### config.mk
export PLATFORM = sky130hd
export DESIGN_NAME = cds_readout
export DESIGN_NICKNAME = d
export VERILOG_FILES = /design/src/rtl/cds_readout.sv
export SDC_FILE = /design/constraint.sdc
export NUM_CORES = 1
export LEC_CHECK = 0
export ABC_AREA = 1
export CELL_PAD_IN_SITES_DETAIL_PLACEMENT = 1
export CELL_PAD_IN_SITES_GLOBAL_PLACEMENT = 2
export CORE_ASPECT_RATIO = 1.2
export CORE_MARGIN = 5
export CORE_UTILIZATION = 30
export DETAILED_ROUTE_END_ITERATION = 16
export PLACE_DENSITY_LB_ADDON = 0.1
export REMOVE_ABC_BUFFERS = 1
export SKIP_LAST_GASP = 1
export SYNTH_ARGS = -nofsm -noshare
export SYNTH_HDL_FRONTEND = slang
export SYNTH_SLANG_ARGS = --single-unit
### constraint.sdc
create_clock -name clk -period 1.5 [get_ports clk]
set_input_delay 0.3 -clock clk [delete_from_list [all_inputs] [get_ports clk]]
set_output_delay 0.3 -clock clk [all_outputs]
set_load 0.01 [all_outputs]
### src/rtl/cds_readout.sv
// rtl/cds_readout.sv - correlated double sampling readout sequencer
// Samples the reset level then the signal level through a SAR ADC and emits the clamped difference.
module cds_readout #(
  parameter int resolution     = 8,
  parameter int settle_cycles  = 4,
  parameter int timeout_cycles = 64
) (
  input  logic                  clk,
  input  logic                  reset,
  input  logic                  start,
  input  logic                  adc_done,
  input  logic [resolution-1:0] adc_value,
  output logic                  sar_enable,
  output logic                  sample_sel,
  output logic [resolution-1:0] pixel_out,
  output logic                  pixel_valid,
  input  logic                  pixel_ready,
  output logic                  busy,
  output logic                  timeout_err
);

  localparam int sw = (settle_cycles > 1) ? $clog2(settle_cycles + 1) : 1;
  localparam int tw = (timeout_cycles > 1) ? $clog2(timeout_cycles + 1) : 1;
  localparam logic [sw-1:0] settle_last = sw'(settle_cycles - 1);
  localparam logic [tw-1:0] timeout_last = tw'(timeout_cycles - 1);

  typedef enum logic [2:0] {
    IDLE, SETTLE_RST, CONV_RST, SETTLE_SIG, CONV_SIG, CALC, HOLD
  } state_t;

  state_t                state;
  logic [sw-1:0]         settle_cnt;
  logic [tw-1:0]         conv_cnt;
  logic                  done_q;
  logic                  done_qq;
  logic [resolution-1:0] rst_sample;
  logic [resolution-1:0] sig_sample;

  logic                  done_rise;
  logic [resolution:0]   diff;
  logic [resolution-1:0] clamped;
  logic                  can_load;

  // Edge is taken on the registered level so a level already high on entry never counts.
  assign done_rise = done_q & ~done_qq;
  assign diff      = {1'b0, rst_sample} - {1'b0, sig_sample};
  assign clamped   = diff[resolution] ? '0 : diff[resolution-1:0];
  assign can_load  = !pixel_valid || pixel_ready;

  always_ff @(posedge clk or posedge reset) begin
    if (reset) begin
      state       <= IDLE;
      settle_cnt  <= '0;
      conv_cnt    <= '0;
      done_q      <= 1'b0;
      done_qq     <= 1'b0;
      rst_sample  <= '0;
      sig_sample  <= '0;
      sar_enable  <= 1'b0;
      sample_sel  <= 1'b0;
      pixel_out   <= '0;
      pixel_valid <= 1'b0;
      busy        <= 1'b0;
      timeout_err <= 1'b0;
    end else begin
      done_q     <= adc_done;
      done_qq    <= done_q;
      sar_enable <= 1'b0;
      if (pixel_valid && pixel_ready) pixel_valid <= 1'b0;

      case (state)
        IDLE: begin
          if (start) begin
            state       <= SETTLE_RST;
            sample_sel  <= 1'b0;
            settle_cnt  <= '0;
            timeout_err <= 1'b0;
            busy        <= 1'b1;
          end
        end

        SETTLE_RST, SETTLE_SIG: begin
          if (settle_cnt == settle_last) begin
            sar_enable <= 1'b1;
            conv_cnt   <= '0;
            state      <= (state == SETTLE_RST) ? CONV_RST : CONV_SIG;
          end else begin
            settle_cnt <= settle_cnt + 1'b1;
          end
        end

        CONV_RST, CONV_SIG: begin
          if (done_rise) begin
            if (state == CONV_RST) begin
              rst_sample <= adc_value;
              sample_sel <= 1'b1;
              settle_cnt <= '0;
              state      <= SETTLE_SIG;
            end else begin
              sig_sample <= adc_value;
              state      <= CALC;
            end
          end else if (conv_cnt == timeout_last) begin
            // Abandon the readout entirely; a partial pair is meaningless.
            timeout_err <= 1'b1;
            sample_sel  <= 1'b0;
            rst_sample  <= '0;
            sig_sample  <= '0;
            busy        <= 1'b0;
            state       <= IDLE;
          end else begin
            conv_cnt <= conv_cnt + 1'b1;
          end
        end

        CALC, HOLD: begin
          if (can_load) begin
            pixel_out   <= clamped;
            pixel_valid <= 1'b1;
            sample_sel  <= 1'b0;
            busy        <= 1'b0;
            state       <= IDLE;
          end else begin
            state <= HOLD;
          end
        end

        default: begin
          sample_sel <= 1'b0;
          busy       <= 1'b0;
          state      <= IDLE;
        end
      endcase
    end
  end

endmodule

==> impl_metrics.csv, run 1 <==
group,metric,value,unit
run_status,outcome,"complete, but fails checks",
run_status,violations,"setup timing",
clock_tree,clock_tree_from_tritoncts,"yes",
yosys,seq_area_frac_synth,42.9,%
hold_path,type_of_the_most_critical_hold_path,"primary input to asynchronous set/reset pin",
placement,dpl.hpwl,5.39,mm
route,dr.first_iter.drc_count,45,
route,drcViolationCount,0,
yosys,synth_top_cells_by_count,"nand2_1, inv_1, dfrtp_1",
timing,fmax,639,MHz
timing,fin_skew,0.0112,ns
critical_path,critical_path.startpoint,"rst_sample[0]",
yosys,synthesis.yosys.warnings,0,
yosys,mappedNetlistArea,2570,sq um
route,dr_total_vias,2388,
yosys,avgSynthCellArea,7.59,sq um
die,coreArea,8470,sq um
yosys,synth_async_sr_flop_share,100,%
yosys,synth_top_area_share,42.9,%
die,start_util,30.3,%
critical_path,worstSetupStartpointType,"register",
clock_tree,worstSkewPairLatency,0.30,ns
timing,final.min_clock_period,1.57,ns
critical_path,biggest_fanout_along_the_worst_timing_path,2,
placement,placed_cell_area,3380,sq um
route,wire_per_inst,12.5,um
die,rows,37,
grt,grt_remaining_overflow,0,
die,die_height,111,um
placement,post-place-cells,534,
run,max_cap_viol_count,0,
die,ios,26,
timing,tightestPinTransition,0.299,ns
finish,layout-area-overhead-vs-synth,40.7,%
grt,grt_first_pass_wirelength,11.8,mm
timing,hold_viol_final,0,
critical_path,critical_path_required,1.70,ns
timing,post-route-worst-setup-slack,-0.0657,ns
timing,timing.setup.tns,-0.206,ns
grt,grt_util_all_layers,14.0,%
timing,setup_viol,4,
critical_path,arrival,1.77,ns
pwr,cellPowerDensity,2100,nW/um^2
finish,finalCoreUtilization,42.6,%
clock_tree,clk_path_buf_depth,2,
grt,initial_antenna_violation_count,0,
yosys,synthTopCellsByArea,"dfrtp_1, nand2_1, inv_1",
pwr,vdd_ir_drop_max,749,uV
pwr,static_leakage,1.93,nW
timing,rsz0062_at_grt,"yes",
die,floorplan.die.width,94.4,um
finish,nNetsFinal,455,
yosys,post_synthesis_instance_total,338,
timing,min_period_over_period,104,%
clock_tree,cts_sinks,44,
finish,drive_above_1_share,28.4,%
yosys,flip_flop_and_latch_count_after_synthesis,44,
finish,final_cell_count_no_fill,547,
clock_tree,cts-root-buf,"clkbuf_8",
finish,fillerInstances,1082,
clock_tree,register_clock_pin_slew_on_the_reported_worst_setup_and_hold_paths,0.09,ns
yosys,netlist.top_cell.by_area,"dfrtp_1",
route,remaining_antenna_violation_count_after_routing,0,
placement,global_placer_s_final_weighted_congestion,0.782,
clock_tree,numCtsBuffers,5,
finish,diode_insertion_count_for_antenna_repair,0,
clock_tree,htree_num_levels,2,
timing,relative_slew_slack,80.1,%
route,detail_route.first_pass.iterations,4,
die,fp.dieArea,10500,sq um
route,viasPerCell,4.37,
critical_path,path_class,"register to register",
critical_path,critPathCaptureType,"register",
placement,portBuffers,25,
grt,largest_net_degree_at_the_start_of_global_routing,45,
finish,finish.instance_area,3610,sq um
timing,slew_viol_final,0,
grt,vias_in_the_first_global_route,2569,
critical_path,rr_startpoint,"rst_sample[0]",
yosys,post-synth-top-count-cell,"nand2_1",
yosys,synth_edf_count,0,
yosys,dominantRegCellSynth,"dfrtp_1",
route,wirelength,6.81,mm
clock_tree,postCtsHoldBufs,0,
yosys,netlist-cell-type-count,25,
critical path: stages (launching register included):
cell and delay [ns]:
dfrtp_1 0.39, inv_2 0.08, ha_4 0.12, inv_2 0.03, fa_2 0.33, buf_4 0.15
nand3_2 0.07, nand3_1 0.07, nand2_1 0.07, nand2_1 0.06, nand2_2 0.06, nand2_1 0.04
final cells by class:
class | count | area, sq um | share of cell area (%)
clock buffer | 6 | 82.6 | 2.29
clock inverter | 2 | 10.0 | 0.277
inverter | 52 | 198 | 5.47
multi-input combinational | 239 | 1360 | 37.7
sequential | 44 | 1100 | 30.5
tap | 117 | 146 | 4.05
timing repair buffer | 87 | 712 | 19.7
stage by stage:
step	worst slack, ns	power, mW	hold slack, ns
2_1_floorplan	-0.127	4.32	0.331
3_3_place_gp	-0.196	6.47	0.462
3_5_place_dp	-0.248	6.58	0.466
4_1_cts	-0.116	7.43	0.354
5_1_grt	-0.186	8.44	0.373
6_report	-0.0657	7.60	0.347
power breakdown:
| part | internal [mW] | total [mW] | switching [mW] |
|---|---|---|---|
| logic | 2.38 | 4.91 | 2.53 |
| registers | 1.61 | 1.89 | 0.277 |
| clock network | 0.369 | 0.795 | 0.427 |
| total | 4.36 | 7.60 | 3.24 |
flip-flops by register name, indices dropped and copies added (netlist names):
register and flops:
state 3, pixel_out 8, sar_enable 1, sample_sel 1, sig_sample 8, done_qq 1, conv_cnt 7, rst_sample 8
timeout_err 1, busy 1, pixel_valid 1, done_q 1, settle_cnt 3
cell usage in the layout (no fill, tap or decap), drive strengths merged:
cell and instances:
xnor2 5, clkinv 2, inv 52, nand2 135, o21bai 1, or2 1
clkbuf 6, nor2 26, o21ai 23, nand3 16, a21oi 6, clkdlybuf4s50 12
ha 12, nand4 11, dfrtp 44, dlygate4sd2 13, buf 62, xor2 2
fa 1
repair_timing:
action | in CTS | in global routing
endpoints found under the hold margin | 0 | 0
pin swaps | 5 | 4
gates resized for setup | 24 | 24
endpoints found under the setup margin | 39 | 39
buffers inserted | 1 | 4
gates cloned | 0 | 0
path summary, 6_finish.rpt:
path	cells past startpoint	slack (ns)	end
min in group clk	1	0.43	done_q
worst min register to register	2	0.48	pixel_out[6]
worst max-delay path	11	-0.07	pixel_out[6]
worst min-delay path	3	0.35	busy
worst max register to register	11	-0.07	pixel_out[6]
max in group asynchronous	3	0.91	state[1]
routing by layer:
layer / share of wire [%] / GRT usage, %
met3: 1.7 / 2.17
met1: 40 / 14.8
met2: 57 / 27.7
met5: 0 / 0
met4: 0.90 / 4.05
kinds of logic (layout without fill, tap and decap cells):
family	Yosys count	in the layout	synth area share, %
AOI/OAI and AO/OA	30	30	7.26
xor gates and xnor gates	7	7	2.39
adders and majority gates	13	13	6.63
buffers and inverters	55	147	8.58
DFF	44	44	42.9
and+or+nand+nor	189	189	32.2
(Power assumes the default switching activity.)
==> run 2, diff against run 1 <==
ABC_CLOCK_PERIOD_IN_PS = 1500   (was unset)
CORE_ASPECT_RATIO = 1.75   (was 1.2)
==> run 2 against run 1 <==
Against the previous run: the flow still finishes with violations (setup timing); global-route usage rose by 1.0 points; fmax shrank 1.5%; critical path type unchanged; die area grew 0.62%; core utilization grew 3.2 points; non-clock buffer count increased by 1; routed wire length rose by 13%; cell area is 5.4% higher; highest routed layer unchanged.
==> impl_metrics.csv, run 2 (same netlist as run 1, synthesis figures left out) <==
group,metric,value,unit
placement,dpl.hpwl,5.80,mm
hold_path,type_of_the_most_critical_hold_path,"primary input to asynchronous set/reset pin",
grt,grt_first_pass_wirelength,12.4,mm
placement,portBuffers,25,
die,die_height,132,um
grt,vias_in_the_first_global_route,2673,
critical_path,critical-path-slowest-cell,"dfrtp_1",
route,drcViolationCount,0,
route,wirelength,7.68,mm
die,floorplan.die.width,79.9,um
grt,grt_remaining_overflow,0,
clock_tree,register_clock_pin_slew_on_the_reported_worst_setup_and_hold_paths,0.07,ns
die,ios,26,
clock_tree,numCtsBuffers,5,
clock_tree,worstSkewPairLatency,0.29,ns
critical_path,biggest_fanout_along_the_worst_timing_path,6,
route,dr.first_iter.drc_count,38,
die,start_util,30.9,%
timing,fin_skew,0.00803,ns
route,dr.max_layer_used,"met4",
finish,finalCoreUtilization,45.8,%
pwr,cellPowerDensity,2170,nW/um^2
critical_path,critical_path.max_stage_delay,0.39,ns
clock_tree,cts_sinks,44,
clock_tree,htree_num_levels,2,
run_status,outcome,"complete, but fails checks",
run_status,violations,"setup timing",
timing,rsz0062_at_grt,"yes",
pwr,total_power,8.25,mW
pwr,static_leakage,2.07,nW
critical_path,critical_path_required,1.69,ns
finish,layout.cells.most_common_list,"nand2_1, buf_4, inv_1, dfrtp_1, nor2_1",
route,dr_wl_met3,120,um
finish,nNetsFinal,457,
die,rows,44,
die,coreArea,8310,sq um
critical_path,crit_family,"adder cells",
route,dr_total_vias,2445,
die,fp.dieArea,10600,sq um
grt,largest_net_degree_at_the_start_of_global_routing,32,
route,wire_per_inst,14.0,um
pwr,vdd_ir_drop_max,840,uV
clock_tree,postCtsHoldBufs,0,
grt,grt_util_all_layers,15.1,%
timing,post-route-worst-setup-slack,-0.0889,ns
timing,slew_viol_final,0,
finish,mostFrequentLayoutCell,"nand2_1",
finish,drive_above_1_share,29.9,%
run,max_cap_viol_count,0,
critical_path,timing.critical_path.buf_inv,3,
finish,fillerInstances,1022,
clock_tree,cts-root-buf,"clkbuf_16",
timing,hold_viol_final,0,
timing,min_period_over_period,106,%
timing,tightestPinTransition,0.347,ns
critical_path,worstSetupStartpointType,"register",
timing,relative_slew_slack,76.8,%
route,routed-wl-met2,4.69,mm
timing,fmax,629,MHz
timing,setup_viol,8,
finish,diode_insertion_count_for_antenna_repair,0,
finish,reg_top3,"pixel_out: 8 flops, rst_sample: 8 flops, sig_sample: 8 flops",
placement,placement.setup.worst_slack,-0.314,ns
timing,final.min_clock_period,1.59,ns
placement,global_placer_s_final_weighted_congestion,0.773,
clock_tree,clock_tree_from_tritoncts,"yes",
critical_path,cp_common_cell,"nand2_1",
route,remaining_antenna_violation_count_after_routing,0,
finish,final_cell_count_no_fill,547,
route,met1_length,2.69,mm
route,viasPerCell,4.47,
critical_path,path_class,"register to register",
clock_tree,clk_path_buf_depth,2,
critical_path,arrival,1.78,ns
timing,final.hold.worst_slack,0.344,ns
critical_path,critPathCaptureType,"register",
critical_path,cp_cell_sequence,"inv_2, ha_4, inv_2, fa_2, nand2_1, nand2_1, nand2_1, nand2_2, nand2_4, inv_4, nand2_1, nand2_1",
route,detail_route.first_pass.iterations,5,
critical_path,rr_startpoint,"rst_sample[0]",
placement,post-place-cells,530,
grt,initial_antenna_violation_count,0,
finish,layout-area-overhead-vs-synth,48.3,%
critical_path,critical_path.startpoint,"rst_sample[0]",
run 2: what timing repair did:
item,CTS,global route
endpoints found under the setup margin,29,47
gates resized for setup,13,44
setup buffers,3,5
cloned,0,1
endpoints found under the hold margin,0,0
pin swaps,6,13
run 2: path summary, 6_finish.rpt:
| check | to | slack (ns) | cells past startpoint |
|---|---|---|---|
| max in group asynchronous | state[1] | 0.94 | 3 |
| min in group clk | done_q | 0.45 | 1 |
| max | pixel_out[7] | -0.09 | 12 |
| min | sar_enable | 0.34 | 3 |
| max reg2reg | pixel_out[7] | -0.09 | 12 |
| min reg2reg | timeout_err | 0.48 | 2 |
run 2: final cells by class:
type,count,area (sq um),area share [%]
clock buffer,6,139,3.65
clock inverter,2,10.0,0.263
multi-input combinational,240,1430,37.4
sequential,44,1100,29.0
tap,115,144,3.78
timing repair buffer,88,787,20.7
inverter,52,198,5.19
run 2: power breakdown:
part / switching (mW) / internal, mW
Clock: 0.480 / 0.658
Sequential: 0.299 / 1.62
Combinational: 2.68 / 2.52
Total: 3.46 / 4.79
run 2: worst register-to-register path: cells and delay by family, from the launching register on:
| kind | cells | cell delay [ns] |
|---|---|---|
| fa+ha+maj | 2 | 0.47 |
| simple gates | 7 | 0.47 |
| flops | 1 | 0.39 |
| buf+inv | 3 | 0.15 |
run 2: through the flow:
step / TNS (ns) / cell area, sq um
6_report: -0.480 / 3810
5_1_grt: -1.63 / 3810
4_1_cts: -0.743 / 3570
3_5_place_dp: -2.17 / 3370
3_3_place_gp: -1.52 / 3370
2_1_floorplan: -0.620 / 2540
run 2: layer usage:
metal	track usage (%)	up-vias
li1	-	1232
met3	2.19	11
met2	30.0	20
met5	0	-
met4	6.58	0
met1	14.4	1182
==> run 3, diff against run 2 <==
CORE_UTILIZATION = 33   (was 30)
DONT_BUFFER_PORTS = 1   (was unset)
==> run 3 against run 2 <==
Against the previous run: the flow still finishes with violations (setup timing); count of clock-buffer cells in the layout is 1 higher; first-iteration DRC count is 21% higher; largest cell class unchanged; power fell by 2.4%; flip-flop and latch count did not move; sequential power rose by 4%; clock skew is 0.0014 ns lower; highest routed layer unchanged.
==> impl_metrics.csv, run 3 (same netlist as run 1, synthesis figures left out) <==
group,metric,value,unit
run_status,outcome,"complete, but fails checks",
run_status,violations,"setup timing",
pwr,pwr-share-seq,24.7,%
grt,vias_in_the_first_global_route,2536,
die,fp.dieArea,9710,sq um
clock_tree,cts-root-buf,"clkbuf_16",
timing,final.min_clock_period,1.61,ns
pwr,power.clock.fraction,16.6,%
timing,tightestPinTransition,0.329,ns
timing,hold_viol_final,0,
timing,relative_slew_slack,78.0,%
clock_tree,clock_tree_from_tritoncts,"yes",
pwr,cell_internal_pwr,4.69,mW
placement,global_placer_s_final_weighted_congestion,0.794,
critical_path,critPathCaptureType,"register",
critical_path,critical_path.max_stage_delay,0.39,ns
route,routed-wl-met2,4.32,mm
grt,largest_net_degree_at_the_start_of_global_routing,27,
die,ios,26,
route,met1_length,2.28,mm
die,die_height,127,um
grt,grt_first_pass_wirelength,11.6,mm
die,rows,42,
critical_path,critical_path_required,1.68,ns
route,dr.first_iter.drc_count,46,
finish,mostFrequentLayoutCell,"nand2_1",
finish,drive_above_1_share,33.8,%
timing,fin_skew,0.00666,ns
critical_path,arrival,1.78,ns
clock_tree,numCtsBuffers,5,
run,max_cap_viol_count,0,
finish,layout-area-overhead-vs-synth,35.8,%
critical_path,cp_cell_sequence,"inv_2, ha_4, inv_2, fa_2, nand2_1, nand2_1, buf_4, xnor2_1, o21ai_2",
route,wire_per_inst,14.2,um
finish,reg_top3,"pixel_out: 8 flops, rst_sample: 8 flops, sig_sample: 8 flops",
route,drcViolationCount,0,
grt,initial_antenna_violation_count,0,
timing,setup_viol,8,
critical_path,worstSetupStartpointType,"register",
placement,portBuffers,0,
route,dr_total_vias,2327,
timing,fmax,623,MHz
finish,finalCoreUtilization,46.0,%
grt,grt_remaining_overflow,0,
die,floorplan.die.width,76.7,um
placement,placement.setup.worst_slack,-0.261,ns
clock_tree,worstSkewPairLatency,0.29,ns
finish,layout.cells.most_common_list,"nand2_1, buf_4, dfrtp_1",
timing,min_period_over_period,107,%
hold_path,type_of_the_most_critical_hold_path,"primary input to register",
route,dr_wl_met3,174,um
pwr,combinationalPowerShare,58.7,%
critical_path,critical-path-slowest-cell,"dfrtp_1",
grt,grt_util_all_layers,15.1,%
route,wirelength,6.95,mm
timing,post-route-worst-setup-slack,-0.106,ns
clock_tree,clk_path_buf_depth,2,
pwr,vdd_ir_drop_max,790,uV
clock_tree,cts_sinks,44,
critical_path,path_class,"register to register",
clock_tree,htree_num_levels,2,
pwr,static_leakage,1.82,nW
die,start_util,33.9,%
finish,nNetsFinal,427,
pwr,power.switching_fraction,41.8,%
route,detail_route.first_pass.iterations,4,
critical_path,biggest_fanout_along_the_worst_timing_path,2,
route,remaining_antenna_violation_count_after_routing,0,
finish,finish.instance_area,3480,sq um
timing,rsz0062_at_grt,"yes",
route,viasPerCell,4.75,
finish,diode_insertion_count_for_antenna_repair,0,
clock_tree,register_clock_pin_slew_on_the_reported_worst_setup_and_hold_paths,0.06,ns
timing,slew_viol_final,0,
route,dr.max_layer_used,"met4",
placement,placed_cell_area,3070,sq um
die,coreArea,7570,sq um
placement,dpl.hpwl,5.71,mm
pwr,cellPowerDensity,2310,nW/um^2
pwr,p_switching,3.36,mW
-- run 3: cell count changes in the layout (fill, tap and decap cells not counted), moves of 3 or more --
cell | previous run | this run
o21ai_0 | 13 | 6
o21ai_2 | 9 | 13
nand2_2 | 8 | 16
clkdlybuf4s50_1 | 13 | 0
o21ai_1 | 1 | 4
nand2_1 | 121 | 113
buf_4 | 59 | 54
dlymetal6s2s_1 | 10 | 0
nor2_2 | 2 | 5
-- run 3: through the flow --
| stage | power [mW] | hold slack (ns) | setup TNS, ns | cells |
|---|---|---|---|---|
| 4_1_cts | 7.85 | 0.0236 | -0.973 | 487 |
| 6_report | 8.05 | 0.0320 | -0.623 | 490 |
| 3_5_place_dp | 6.25 | 0.139 | -2.22 | 477 |
| 2_1_floorplan | 4.32 | 0.331 | -0.620 | 335 |
| 5_1_grt | 8.82 | 0.0200 | -1.69 | 490 |
| 3_3_place_gp | 6.13 | 0.136 | -1.74 | 477 |
-- run 3: worst max-delay path, delay by kind of cell, from the launching register on --
| kind | cells | cell delay, ns |
|---|---|---|
| flops | 1 | 0.39 |
| xor+xnor | 1 | 0.18 |
| fa+ha+maj | 2 | 0.46 |
| compound gates | 1 | 0.09 |
| buf+inv | 3 | 0.24 |
| simple gates | 2 | 0.13 |
-- run 3: layout make-up --
cell class	count	area (sq um)
Clock buffer	7	153
Clock inverter	1	30.0
Fill cell	950	4080
Inverter	52	199
Multi-Input combinational cell	239	1420
Sequential cell	44	1100
Tap cell	88	110
Timing Repair Buffer	59	469
-- run 3: worst paths after layout --
check                              start             to  slack, ns  depth (start not counted)
setup / recovery           rst_sample[0]   pixel_out[4]      -0.11                          9
hold / removal                  adc_done         done_q       0.03                          0
setup reg to reg           rst_sample[0]   pixel_out[4]      -0.11                          9
hold reg to reg            rst_sample[5]  rst_sample[5]       0.48                          2
max in group asynchronous          reset       state[1]       0.68                          3
min in group asynchronous          reset         done_q       0.39                          2
-- run 3: timing repair --
item / in CTS / in global routing
endpoints found under the hold margin: 9 / 0
hold buffers: 1 / 0
gates resized for setup: 22 / 41
endpoints found under the setup margin: 23 / 33
pin swaps: 7 / 13
buffers inserted: 1 / 3
-- run 3: routing by layer --
metal  vias to the layer above  GRT usage, %
met5                         -             0
met1                      1117          12.8
met4                         0          6.90
li1                       1177             -
met3                        12          2.70
met2                        21          31.7
-- run 3: power groups by stage --
| stage | logic, mW | clock network [mW] | registers, mW |
|---|---|---|---|
| floorplan | 2.40 | 0 | 1.91 |
| global placement | 4.17 | 0 | 1.97 |
| detailed placement | 4.26 | 0 | 1.99 |
| CTS | 4.48 | 1.39 | 1.98 |
| global route | 5.33 | 1.43 | 2.05 |
| finish | 4.73 | 1.34 | 1.99 |
